--- src/rtl/boxcar_pkg.sv ---
// Shared types and helpers for the multi-channel boxcar decimator.
package boxcar_pkg;

    typedef enum logic {FILL, RUN} state_t;

    // Width needed to hold a window length or a full-window sum.
    function automatic int win_width(input int max_window);
        return $clog2(max_window + 1);
    endfunction

    function automatic logic [31:0] saturate(input logic [31:0] sum, input int res);
        logic [32:0] lim;
        lim = (33'd1 << res) - 33'd1;
        return ({1'b0, sum} > lim) ? lim[31:0] : sum;
    endfunction

endpackage

--- src/rtl/boxcar_channel.sv ---
// One channel: history shift register, tap on the oldest in-window sample,
// running sum and saturated output register.
module boxcar_channel
    import boxcar_pkg::*;
#(
    parameter int MAX_WINDOW = 128,
    parameter int RESOLUTION = 6,
    parameter int WIN_W      = 8,
    parameter int TAP_W      = 7
) (
    input  logic                  clk,
    input  logic                  reset,
    input  logic                  clear,
    input  logic                  en,
    input  logic                  fire,
    input  logic                  din,
    input  logic [TAP_W-1:0]      tap,
    output logic [RESOLUTION-1:0] value,
    output logic                  sat
);

    logic [MAX_WINDOW-1:0] hist;
    logic [WIN_W-1:0]      sum;
    logic [WIN_W-1:0]      sum_nxt;
    logic [31:0]           sum_sat;

    // The sum always equals popcount(hist[weff-1:0]), so it cannot underflow.
    always_comb begin
        sum_nxt = sum + WIN_W'(din) - WIN_W'(hist[tap]);
        sum_sat = saturate(32'(sum_nxt), RESOLUTION);
    end

    always_ff @(posedge clk or posedge reset) begin
        if (reset) begin
            hist  <= '0;
            sum   <= '0;
            value <= '0;
            sat   <= 1'b0;
        end else if (clear) begin
            hist <= '0;
            sum  <= '0;
        end else if (en) begin
            hist <= (hist << 1) | MAX_WINDOW'(din);
            sum  <= sum_nxt;
            if (fire) begin
                value <= sum_sat[RESOLUTION-1:0];
                sat   <= (32'(sum_nxt) != sum_sat);
            end
        end
    end

endmodule

--- src/rtl/boxcar_decimator.sv ---
// Multi-channel 1-bit moving-sum decimator: shared fill/decimation control
// driving CHANNELS independent boxcar channels.
module boxcar_decimator
    import boxcar_pkg::*;
#(
    parameter int CHANNELS   = 1,
    parameter int MAX_WINDOW = 128,
    parameter int RESOLUTION = 6,
    parameter int DECIM_W    = 8,
    parameter int WIN_W      = win_width(MAX_WINDOW)
) (
    input  logic                           clk,
    input  logic                           reset,
    input  logic                           ce,
    input  logic [CHANNELS-1:0]            stream,
    input  logic [WIN_W-1:0]               window,
    input  logic [DECIM_W-1:0]             decim,
    input  logic                           restart,
    output logic [CHANNELS*RESOLUTION-1:0] value,
    output logic                           valid,
    output logic [CHANNELS-1:0]            sat,
    output logic                           filled
);

    localparam int TAP_W = (MAX_WINDOW > 1) ? $clog2(MAX_WINDOW) : 1;

    state_t             state;
    logic [WIN_W-1:0]   win_q;
    logic [WIN_W-1:0]   count;
    logic [DECIM_W-1:0] decim_cnt;

    logic [WIN_W-1:0]   weff;
    logic [DECIM_W-1:0] deff_m1;
    logic [TAP_W-1:0]   tap;
    logic               restart_cond;
    logic               accept;
    logic               fire;

    always_comb begin
        if (window == '0)
            weff = WIN_W'(1);
        else if (window > WIN_W'(MAX_WINDOW))
            weff = WIN_W'(MAX_WINDOW);
        else
            weff = window;
        tap          = TAP_W'(weff - WIN_W'(1));
        deff_m1      = (decim == '0) ? '0 : decim - DECIM_W'(1);
        // Any window change flushes history so the sum stays consistent.
        restart_cond = restart | (window != win_q);
        accept       = ce & ~restart_cond;
        fire         = 1'b0;
        if (accept) begin
            if (state == FILL)
                fire = (count == weff - WIN_W'(1));
            else
                fire = (decim_cnt >= deff_m1);
        end
    end

    always_ff @(posedge clk or posedge reset) begin
        if (reset) begin
            state     <= FILL;
            win_q     <= '0;
            count     <= '0;
            decim_cnt <= '0;
            valid     <= 1'b0;
            filled    <= 1'b0;
        end else begin
            win_q <= window;
            valid <= fire;
            if (restart_cond) begin
                state     <= FILL;
                count     <= '0;
                decim_cnt <= '0;
                filled    <= 1'b0;
            end else if (accept) begin
                case (state)
                    FILL: begin
                        if (fire) begin
                            state     <= RUN;
                            filled    <= 1'b1;
                            count     <= '0;
                            decim_cnt <= '0;
                        end else begin
                            count <= count + WIN_W'(1);
                        end
                    end
                    RUN: begin
                        if (fire)
                            decim_cnt <= '0;
                        else
                            decim_cnt <= decim_cnt + DECIM_W'(1);
                    end
                    default: state <= FILL;
                endcase
            end
        end
    end

    for (genvar c = 0; c < CHANNELS; c++) begin : g_ch
        boxcar_channel #(
            .MAX_WINDOW (MAX_WINDOW),
            .RESOLUTION (RESOLUTION),
            .WIN_W      (WIN_W),
            .TAP_W      (TAP_W)
        ) u_ch (
            .clk   (clk),
            .reset (reset),
            .clear (restart_cond),
            .en    (ce),
            .fire  (fire),
            .din   (stream[c]),
            .tap   (tap),
            .value (value[c*RESOLUTION +: RESOLUTION]),
            .sat   (sat[c])
        );
    end

endmodule
--- config.mk ---
export PLATFORM = sky130hd
export DESIGN_NAME = boxcar_decimator
export DESIGN_NICKNAME = d
export VERILOG_FILES = /design/src/rtl/boxcar_pkg.sv /design/src/rtl/boxcar_channel.sv /design/src/rtl/boxcar_decimator.sv
export SDC_FILE = /design/constraint.sdc
export NUM_CORES = 1
export LEC_CHECK = 0
export CAP_MARGIN = 10
export CORE_ASPECT_RATIO = 0.9
export CORE_MARGIN = 8
export CORE_UTILIZATION = 43
export DETAILED_ROUTE_END_ITERATION = 10
export PLACE_DENSITY = 0.68
export RECOVER_POWER = 100
export REMOVE_ABC_BUFFERS = 1
export SETUP_SLACK_MARGIN = 0.15
export SKIP_LAST_GASP = 1
export SLEW_MARGIN = 20
export SYNTH_ARGS = -nofsm -noshare
export SYNTH_HDL_FRONTEND = slang
export SYNTH_SLANG_ARGS = --single-unit
--- constraint.sdc ---
create_clock -name clk -period 6.83 [get_ports clk]
set_input_delay 1.366 -clock clk [delete_from_list [all_inputs] [get_ports clk]]
set_output_delay 1.366 -clock clk [all_outputs]
set_load 0.1 [all_outputs]
==> Yosys cells after proc, flatten, opt, wreduce, memory -nomap -nowiden <==
Index checks and enable logic that the tools add are counted.
{ "word_totals": {"register_bits": 170, "latchBits": 0, "ramBits": 0, "mem_bits_ro": 0, "input_bits": 21, "output_inout_bits": 9, "elab_cells": 68, "n_memories": 0} }
{ "classes": {"n_addsub": 6, "mul": 0, "div": 0, "magnitude_cmp": 4, "n_eq_ne": 5, "shift": 0, "n_mux": 29, "bitwise": 5, "reduce_logical": 9} }
{ "op_table": {"columns": ["cell", "count"], "rows": [
  ["2-to-1 mux 128 bit", 2],
  ["bitwise OR 128 x 1 -> 128 bit", 1],
  ["2-to-1 mux 8 bit", 14],
  ["!= test 8 x 32 -> 1 bit", 1],
  ["adder 8 x 1 -> 8 bit (second input constant)", 2],
  ["zero test 8 bit", 2],
  ["one-hot mux 8 bit (2 select lines)", 1],
  ["subtractor 8 x 1 -> 8 bit (second input constant)", 2],
  ["2-to-1 mux 1 bit", 11],
  ["adder 8 x 1 -> 8 bit", 1],
  ["== test 8 bit", 1],
  [">= comparator 8 bit", 1],
  ["greater-than comparator 8 x 6 -> 1 bit (second input constant)", 1],
  ["greater-than comparator 8 bit (second input constant)", 1],
  ["< comparator 7 x 8 -> 1 bit (second input constant)", 1],
  ["!= test 8 bit", 1],
  ["subtractor 8 x 1 -> 8 bit", 1],
  ["binary-select mux 1 bit (select 7 bit)", 1],
  ["AND reduction 3 bit", 2],
  ["nonzero test 2 bit", 3],
  ["AND reduction 2 bit", 2],
  ["!= test 3 x 2 -> 1 bit (second input constant)", 1],
  ["!= test 2 x 1 -> 1 bit (second input constant)", 1],
  ["NOT 1 bit", 2],
  ["2 further kinds", 2]
]} }

==> Logic depth before layout (Yosys ltp) <==
{ "depth": {"word_depth": 11, "ltp_mapped": 29, "mapped_depth_nobuf": 25} }

==> Hierarchy <==
A second synthesis with hierarchy kept.
{ "unflattened": {"hier_cells": 812, "area_unflattened_um2": 9111.2} }
{ "modules_own_cells": {"columns": ["mod", "instances", "cells_each", "area_each_um2"], "rows": [
  ["boxcar_channel", 1, 595, 7128.1],
  ["boxcar_decimator", 1, 217, 1983.2]
]} }

==> Worst setup path before layout <==
No wires, ideal clock.
{ "synth_timing": {"path_kind": "input to register", "startpoint": "input window[3]", "endpoint": "register g_ch[0].u_ch.value[1]", "setup_time_ps": 126, "t_arrival_ps": 6381, "required_time_ps": 6704, "setup_slack_ps": 323, "cell_stages": 26, "path_buffers": 4, "cell_sequence": "buf_2 > nor4_1 > a21o_2 > inv_2 > buf_1 > ha_1 > clkbuf_1 > clkbuf_1 > mux4_2 > a22oi_1 > a31oi_1 > nor4_1 > nand3_1 > ha_1 > inv_1 > ha_1 > inv_1 > fa_1 > nor2b_1 > o21ai_0 > a21oi_1 > o21a_1 > o211ai_1 > nor2_1 > nand2_1 > mux2_4"} }
{ "synth_between": {"elab_chain_cells": 9, "elab_cells_between_ends": 18, "cone_classes": "add/sub (2); order compare (2); eq/ne (2); mux (7); bitwise (3); reduce/logical (2)"} }
{ "synth_lines": {"columns": ["item", "line_no", "source"], "rows": [
  ["start: declaration", "boxcar_decimator.sv:16", "input logic [WIN_W-1:0] window,"],
  ["greater-than comparator 8 bit", "boxcar_decimator.sv:42", "else if (window > WIN_W'(MAX_WINDOW))"],
  ["2-to-1 mux 8 bit", "boxcar_decimator.sv:42", null],
  ["2-to-1 mux 8 bit", "boxcar_decimator.sv:40", "if (window == '0)"],
  ["subtractor 8 x 1 -> 8 bit", "boxcar_decimator.sv:54", "fire = (count == weff - WIN_W'(1));"],
  ["binary-select mux 1 bit (select 7 bit)", "boxcar_channel.sv:29", "sum_nxt = sum + WIN_W'(din) - WIN_W'(hist[tap]);"],
  ["2-to-1 mux 1 bit (not written as such)", "boxcar_channel.sv:29", null],
  ["subtractor 8 x 1 -> 8 bit", "boxcar_channel.sv:29", null],
  ["greater-than comparator 8 x 6 -> 1 bit", "boxcar_pkg.sv:14", "return ({1'b0, sum} > lim) ? lim[31:0] : sum;"],
  ["2-to-1 mux 8 bit", "boxcar_pkg.sv:14", null],
  ["end signal: assignment", "boxcar_channel.sv:46", "value <= sum_sat[RESOLUTION-1:0];"],
  ["end: declaration", "boxcar_channel.sv:18", "output logic [RESOLUTION-1:0] value,"]
]} }
Several ways; a longest one is shown, not always the timed one. The select of a mux whose other input is x is not followed.
A chain may end at the register's enable or synchronous reset.

==> Worst setup path in the final report <==
Ends and elaborated chain as after synthesis.

==> flow_summary.html <==
<table>
<tr><th>Metric</th><th>Value</th></tr>
<tr><th colspan="2">Run status</th></tr>
<tr><td>Run status</td><td>complete, but fails checks</td></tr>
<tr><td>Failing checks</td><td>capacitance limit, slew limit</td></tr>
<tr><th colspan="2">Place</th></tr>
<tr><td>Half-perimeter wire length after detailed placement</td><td>between 10000 and 15000 um</td></tr>
<tr><td>Total cell area at the placement stage</td><td>about 9700 um2</td></tr>
<tr><td># port buffers</td><td>29</td></tr>
<tr><td>Number of cells after detailed placement</td><td>approximately 1200</td></tr>
<tr><td>Routability congestion estimate from global placement</td><td>0.801</td></tr>
<tr><th colspan="2">Power</th></tr>
<tr><td>Overall Power</td><td>approximately 2.2 mW</td></tr>
<tr><td>Power density over the cells</td><td>210 nW/um2</td></tr>
<tr><td>Leakage Power</td><td>around 4.5 nW</td></tr>
<tr><td>Maximum ir drop on the vdd rail</td><td>~0.00016 V</td></tr>
<tr><th colspan="2">Worst setup path</th></tr>
<tr><td>Worst Path Class, Setup</td><td>input port to flop</td></tr>
<tr><td>Worst Setup SP</td><td>window[3]</td></tr>
<tr><td>Startpoint of the worst-slack reg-to-reg timing path</td><td>win_q[3]$_DFF_PP0_</td></tr>
<tr><td>CP max stage delay</td><td>~0.55 ns</td></tr>
<tr><td>Flop2flop setup slack</td><td>approximately 2.3 ns</td></tr>
<tr><td>Max Fanout on Critical Path</td><td>24</td></tr>
<tr><td>Slowest CP cell</td><td>sky130_fd_sc_hd__dlygate4sd3_1</td></tr>
<tr><td>CP Data Arrival Time</td><td>around 6.7 ns</td></tr>
<tr><td>Nature of the critical path startpoint</td><td>input port</td></tr>
<tr><td>CP bufs+invs</td><td>5</td></tr>
<tr><td>Required time reported for the critical path endpoint</td><td>7.14 ns</td></tr>
<tr><td>Type of element capturing the critical path</td><td>flop</td></tr>
<tr><td>Kind of cell adding the most delay to the critical path</td><td>adder cells</td></tr>
<tr><th colspan="2">STA</th></tr>
<tr><td>Worst Skew</td><td>slightly below 0.009 ns</td></tr>
<tr><td>Relative max-transition margin</td><td>-97.5%</td></tr>
<tr><td>Fin crit share</td><td>between 90% and 100%</td></tr>
<tr><td>Min Tclk post-route</td><td>6.36 ns</td></tr>
<tr><td>Setup-violating endpoint count in the final report</td><td>0</td></tr>
<tr><td>Worst Hold Slack</td><td>just under 0.5 ns</td></tr>
<tr><td>RSZ-0062 raised after global routing</td><td>false</td></tr>
<tr><td>Worst Tran Pin Value</td><td>around 2.9 ns</td></tr>
<tr><td>Final Hold Violating Endpoints</td><td>0</td></tr>
<tr><td>Summed negative setup slack over all endpoints</td><td>0 ns</td></tr>
<tr><td>Peak clock frequency supported by timing</td><td>~160 MHz</td></tr>
<tr><td>Final slew viol count</td><td>~210</td></tr>
<tr><th colspan="2">CTS</th></tr>
<tr><td>Maximum count of clock buffers along a single path</td><td>2</td></tr>
<tr><td>Clock latency reported for the late side of the worst-skew pair</td><td>0.43 ns</td></tr>
<tr><td>CTS buffer count</td><td>17</td></tr>
<tr><td>CTS tree</td><td>built</td></tr>
<tr><td>Maximum level of the CTS H-tree</td><td>4</td></tr>
<tr><td>Clk pin slew, worst setup/hold paths</td><td>~0.07 ns</td></tr>
<tr><td>Hold-fix buffer count after cts</td><td>0</td></tr>
<tr><td>Root buf cell</td><td>sky130_fd_sc_hd__clkbuf_16</td></tr>
<tr><td>Num Clock Sinks</td><td>170</td></tr>
<tr><th colspan="2">Final layout</th></tr>
<tr><td>Antenna cell count</td><td>0</td></tr>
<tr><td>Final design instance area without fill</td><td>10300 um2</td></tr>
<tr><td>Final net count</td><td>roughly 940</td></tr>
<tr><td>Layout Cells excl Fill</td><td>about 1200</td></tr>
<tr><td>Area overhead of the layout relative to synthesis</td><td>13.5%</td></tr>
<tr><td>Layout cells sized above 1</td><td>under 10%</td></tr>
<tr><th colspan="2">Floorplanning</th></tr>
<tr><td>Die boundary width</td><td>between 150 and 200 um</td></tr>
<tr><td>Site Rows</td><td>50</td></tr>
<tr><td>Vertical die dimension</td><td>between 150 and 200 um</td></tr>
<tr><td>I/O pin count</td><td>30</td></tr>
<tr><td>Core area</td><td>20800 um2</td></tr>
<tr><td>Starting Density</td><td>a little over two fifths</td></tr>
<tr><td>Die area</td><td>about 26000 um2</td></tr>
<tr><th colspan="2">Logic synthesis</th></tr>
<tr><td>Total of warnings raised by yosys</td><td>0</td></tr>
<tr><td>Average instance area after synthesis</td><td>around 10 um2</td></tr>
<tr><td>Top flip-flop cell by instance count after synthesis</td><td>sky130_fd_sc_hd__dfrtp_1</td></tr>
<tr><td>Synth cell types</td><td>between 60 and 70</td></tr>
<tr><td>Post-synthesis instance area</td><td>just over 9000 um2</td></tr>
<tr><td>Fraction of registers with async set or reset after synthesis</td><td>100%</td></tr>
<tr><td>Register bit count reported by yosys</td><td>170</td></tr>
<tr><td>Number of flops mapped to enable cells by yosys</td><td>0</td></tr>
<tr><td>Number of instances in the synthesized netlist</td><td>slightly below 900</td></tr>
<tr><td>Share of the yosys chip area belonging to registers</td><td>between 40% and 50%</td></tr>
<tr><th colspan="2">Hold path</th></tr>
<tr><td>Worst hold path class</td><td>flop to flop</td></tr>
<tr><td>Launch point of the worst hold path</td><td>g_ch[0].u_ch.value[1]$_DFFE_PP0P_</td></tr>
<tr><th colspan="2">Route</th></tr>
<tr><td>Detailed-routing iteration count for the pre-antenna-repair pass</td><td>5</td></tr>
<tr><td>Vias per inst</td><td>approximately 5.3</td></tr>
<tr><td>Wire length reported by the detailed router</td><td>18800 um</td></tr>
<tr><td>Post-detailed-route count of antenna-violating nets</td><td>0</td></tr>
<tr><td>DRC Markers</td><td>0</td></tr>
<tr><td>Via count of the routed design</td><td>about 6300</td></tr>
<tr><td>1st-iter DRT viols</td><td>roughly 570</td></tr>
<tr><td>Mean routed wirelength per cell</td><td>approximately 16 um</td></tr>
<tr><th colspan="2">GRT</th></tr>
<tr><td>Maximum number of pins on one net before global-route repair</td><td>83</td></tr>
<tr><td>Wire length of the first global-routing pass</td><td>approximately 32000 um</td></tr>
<tr><td>Antenna violations before repair</td><td>0</td></tr>
<tr><td>Global-route congestion overflow total</td><td>0</td></tr>
<tr><td>GRT Util Overall</td><td>approximately 15%</td></tr>
<tr><td>Via count of the first global-routing pass</td><td>slightly above 6000</td></tr>
<tr><th colspan="2">Run</th></tr>
<tr><td>Number of max-cap violations</td><td>3</td></tr>
</table>
[cell type report]
class	instances	area, um2
timing repair buffer	52	457
sequential	170	4250
tap	286	358
clock buffer	19	453
inverter	26	98.8
fill	1902	10500
clock inverter	13	134
multi-input combinational	630	4530
[final timing paths]
kind / end / cells after the start
max in group asynchronous: g_ch[0].u_ch.hist[34]$_DFFE_PP0P_ / 3
min in group asynchronous: g_ch[0].u_ch.hist[88]$_DFFE_PP0P_ / 2
hold / removal: g_ch[0].u_ch.value[1]$_DFFE_PP0P_ / 1
setup / recovery: g_ch[0].u_ch.value[1]$_DFFE_PP0P_ / 26
setup reg to reg: decim_cnt[4]$_DFFE_PP0P_ / 7
hold reg to reg: g_ch[0].u_ch.value[1]$_DFFE_PP0P_ / 1
[layout by cell type, fill, tap and decap left out, types with 2 or more instances in the layout]
cell type                         Yosys  routed
sky130_fd_sc_hd__o21ai_0             20      20
sky130_fd_sc_hd__dfrtp_1            170     170
sky130_fd_sc_hd__a211oi_1             7       7
sky130_fd_sc_hd__a31oi_1              7       7
sky130_fd_sc_hd__nor2_1             154     154
sky130_fd_sc_hd__nand3_1             25      25
sky130_fd_sc_hd__mux2_2               2       2
sky130_fd_sc_hd__buf_4                1      11
sky130_fd_sc_hd__xor2_1              15      15
sky130_fd_sc_hd__clkinvlp_4           0       5
sky130_fd_sc_hd__ha_1                20      20
sky130_fd_sc_hd__nand2b_1             9       9
sky130_fd_sc_hd__o21a_1               3       3
sky130_fd_sc_hd__nor2b_1              4       4
sky130_fd_sc_hd__a21o_1               4       4
sky130_fd_sc_hd__nor3_1              14      14
sky130_fd_sc_hd__clkbuf_16            0      17
sky130_fd_sc_hd__inv_1               25      25
sky130_fd_sc_hd__nand2_1             58      58
sky130_fd_sc_hd__clkbuf_1            36       8
sky130_fd_sc_hd__and3_1               6       6
sky130_fd_sc_hd__mux2i_1            151     151
sky130_fd_sc_hd__mux4_2              17      17
sky130_fd_sc_hd__dlygate4sd3_1        0      11
sky130_fd_sc_hd__or2_2                2       2
sky130_fd_sc_hd__or3_1                7       7
sky130_fd_sc_hd__a22oi_1              2       2
sky130_fd_sc_hd__clkbuf_8             0       2
sky130_fd_sc_hd__nor4_1              11      11
sky130_fd_sc_hd__clkdlybuf4s50_1      0      17
sky130_fd_sc_hd__nand4_1              5       5
sky130_fd_sc_hd__buf_12               0       2
sky130_fd_sc_hd__inv_8                0       2
sky130_fd_sc_hd__o22ai_1              4       4
sky130_fd_sc_hd__inv_6                0       4
sky130_fd_sc_hd__a21oi_1             34      35
sky130_fd_sc_hd__xnor2_1             11      11
sky130_fd_sc_hd__o211ai_1             4       4
sky130_fd_sc_hd__or3b_2               2       2
sky130_fd_sc_hd__a2bb2oi_1            5       5
[power breakdown]
group / internal, mW / total [mW] / switching [mW]
sequential: 1.01 / 1.01 / 0.00105
clock: 0.531 / 0.958 / 0.426
combinational: 0.0758 / 0.193 / 0.117
total: 1.62 / 2.16 / 0.545
[logic make-up (layout without fill, tap and decap cells)]
family | count (synthesis) | after routing | share of synthesized area, %
AOI/OAI and AO/OA | 101 | 101 | 7.15
adders and majority gates | 21 | 21 | 2.98
DFF | 170 | 170 | 46.9
muxes | 172 | 172 | 21.5
buffers and inverters | 73 | 110 | 3.13
xor gates and xnor gates | 28 | 28 | 2.94
and+or+nand+nor | 308 | 308 | 15.4
[through the flow]
step	setup WS, ns	util (%)
6_report	0.469	49.5
5_1_grt	0.0844	49.5
4_1_cts	0.573	49.7
3_5_place_dp	0.141	46.9
3_3_place_gp	0.274	46.9
2_1_floorplan	-0.260	-
[worst register-to-register path: stages, from the launching register on]
cell	delay [ns]
sky130_fd_sc_hd__dfrtp_1	0.38
sky130_fd_sc_hd__xor2_1	0.14
sky130_fd_sc_hd__nor4_1	0.54
sky130_fd_sc_hd__nand3_1	1.89
sky130_fd_sc_hd__a21o_1	0.72
sky130_fd_sc_hd__a21oi_1	0.52
sky130_fd_sc_hd__o21ai_0	0.19
sky130_fd_sc_hd__o21ai_0	0.10
[flip-flops by register name, indices dropped and copies added (netlist names)]
register	count
valid	1
g_ch.u_ch.sat	1
win_q	8
filled	1
g_ch.u_ch.sum	8
count	8
g_ch.u_ch.hist	128
decim_cnt	8
state	1
g_ch.u_ch.value	6
[synth_stat cells (all sizes together), types with 3 or more instances]
library cell  instances  area share [%]
and3                  6            0.41
xor2                 16             1.6
a21oi                36             2.2
a31oi                 7            0.48
nor2b                 4            0.28
o211ai                4            0.33
nand2                59             2.5
nor3                 15            0.88
clkbuf               36             1.5
mux2i               151              17
ha                   20             2.8
o21a                  3            0.25
mux2                  4            0.58
o22ai                 5            0.50
nand2b                9            0.62
xnor2                11             1.1
or3                   7            0.48
inv                  26             1.1
mux4                 17             4.2
nor4                 12            0.99
dfrtp               170              47
nand4                 5            0.35
o21ai                20             1.1
a21o                  5            0.43
a211oi                7            0.58
buf                  11            0.57
nand3                25             1.4
a2bb2oi               5            0.48
nor2                154             6.4
[what timing repair did]
item / in CTS / in global routing
buffers inserted: 0 / 0
gates resized for setup: 0 / 1
endpoints found under the setup margin: 0 / 7
[per-layer routing]
layer  part of all wire (%)  track usage [%]  up-vias
met1                     51             22.0     3112
met5                      0                0        -
met3                    3.4             3.22       18
met4                    1.2             4.08        0
met2                     44             22.3       90
li1                       -                -     3119
Power figures use the tool's default switching activity.
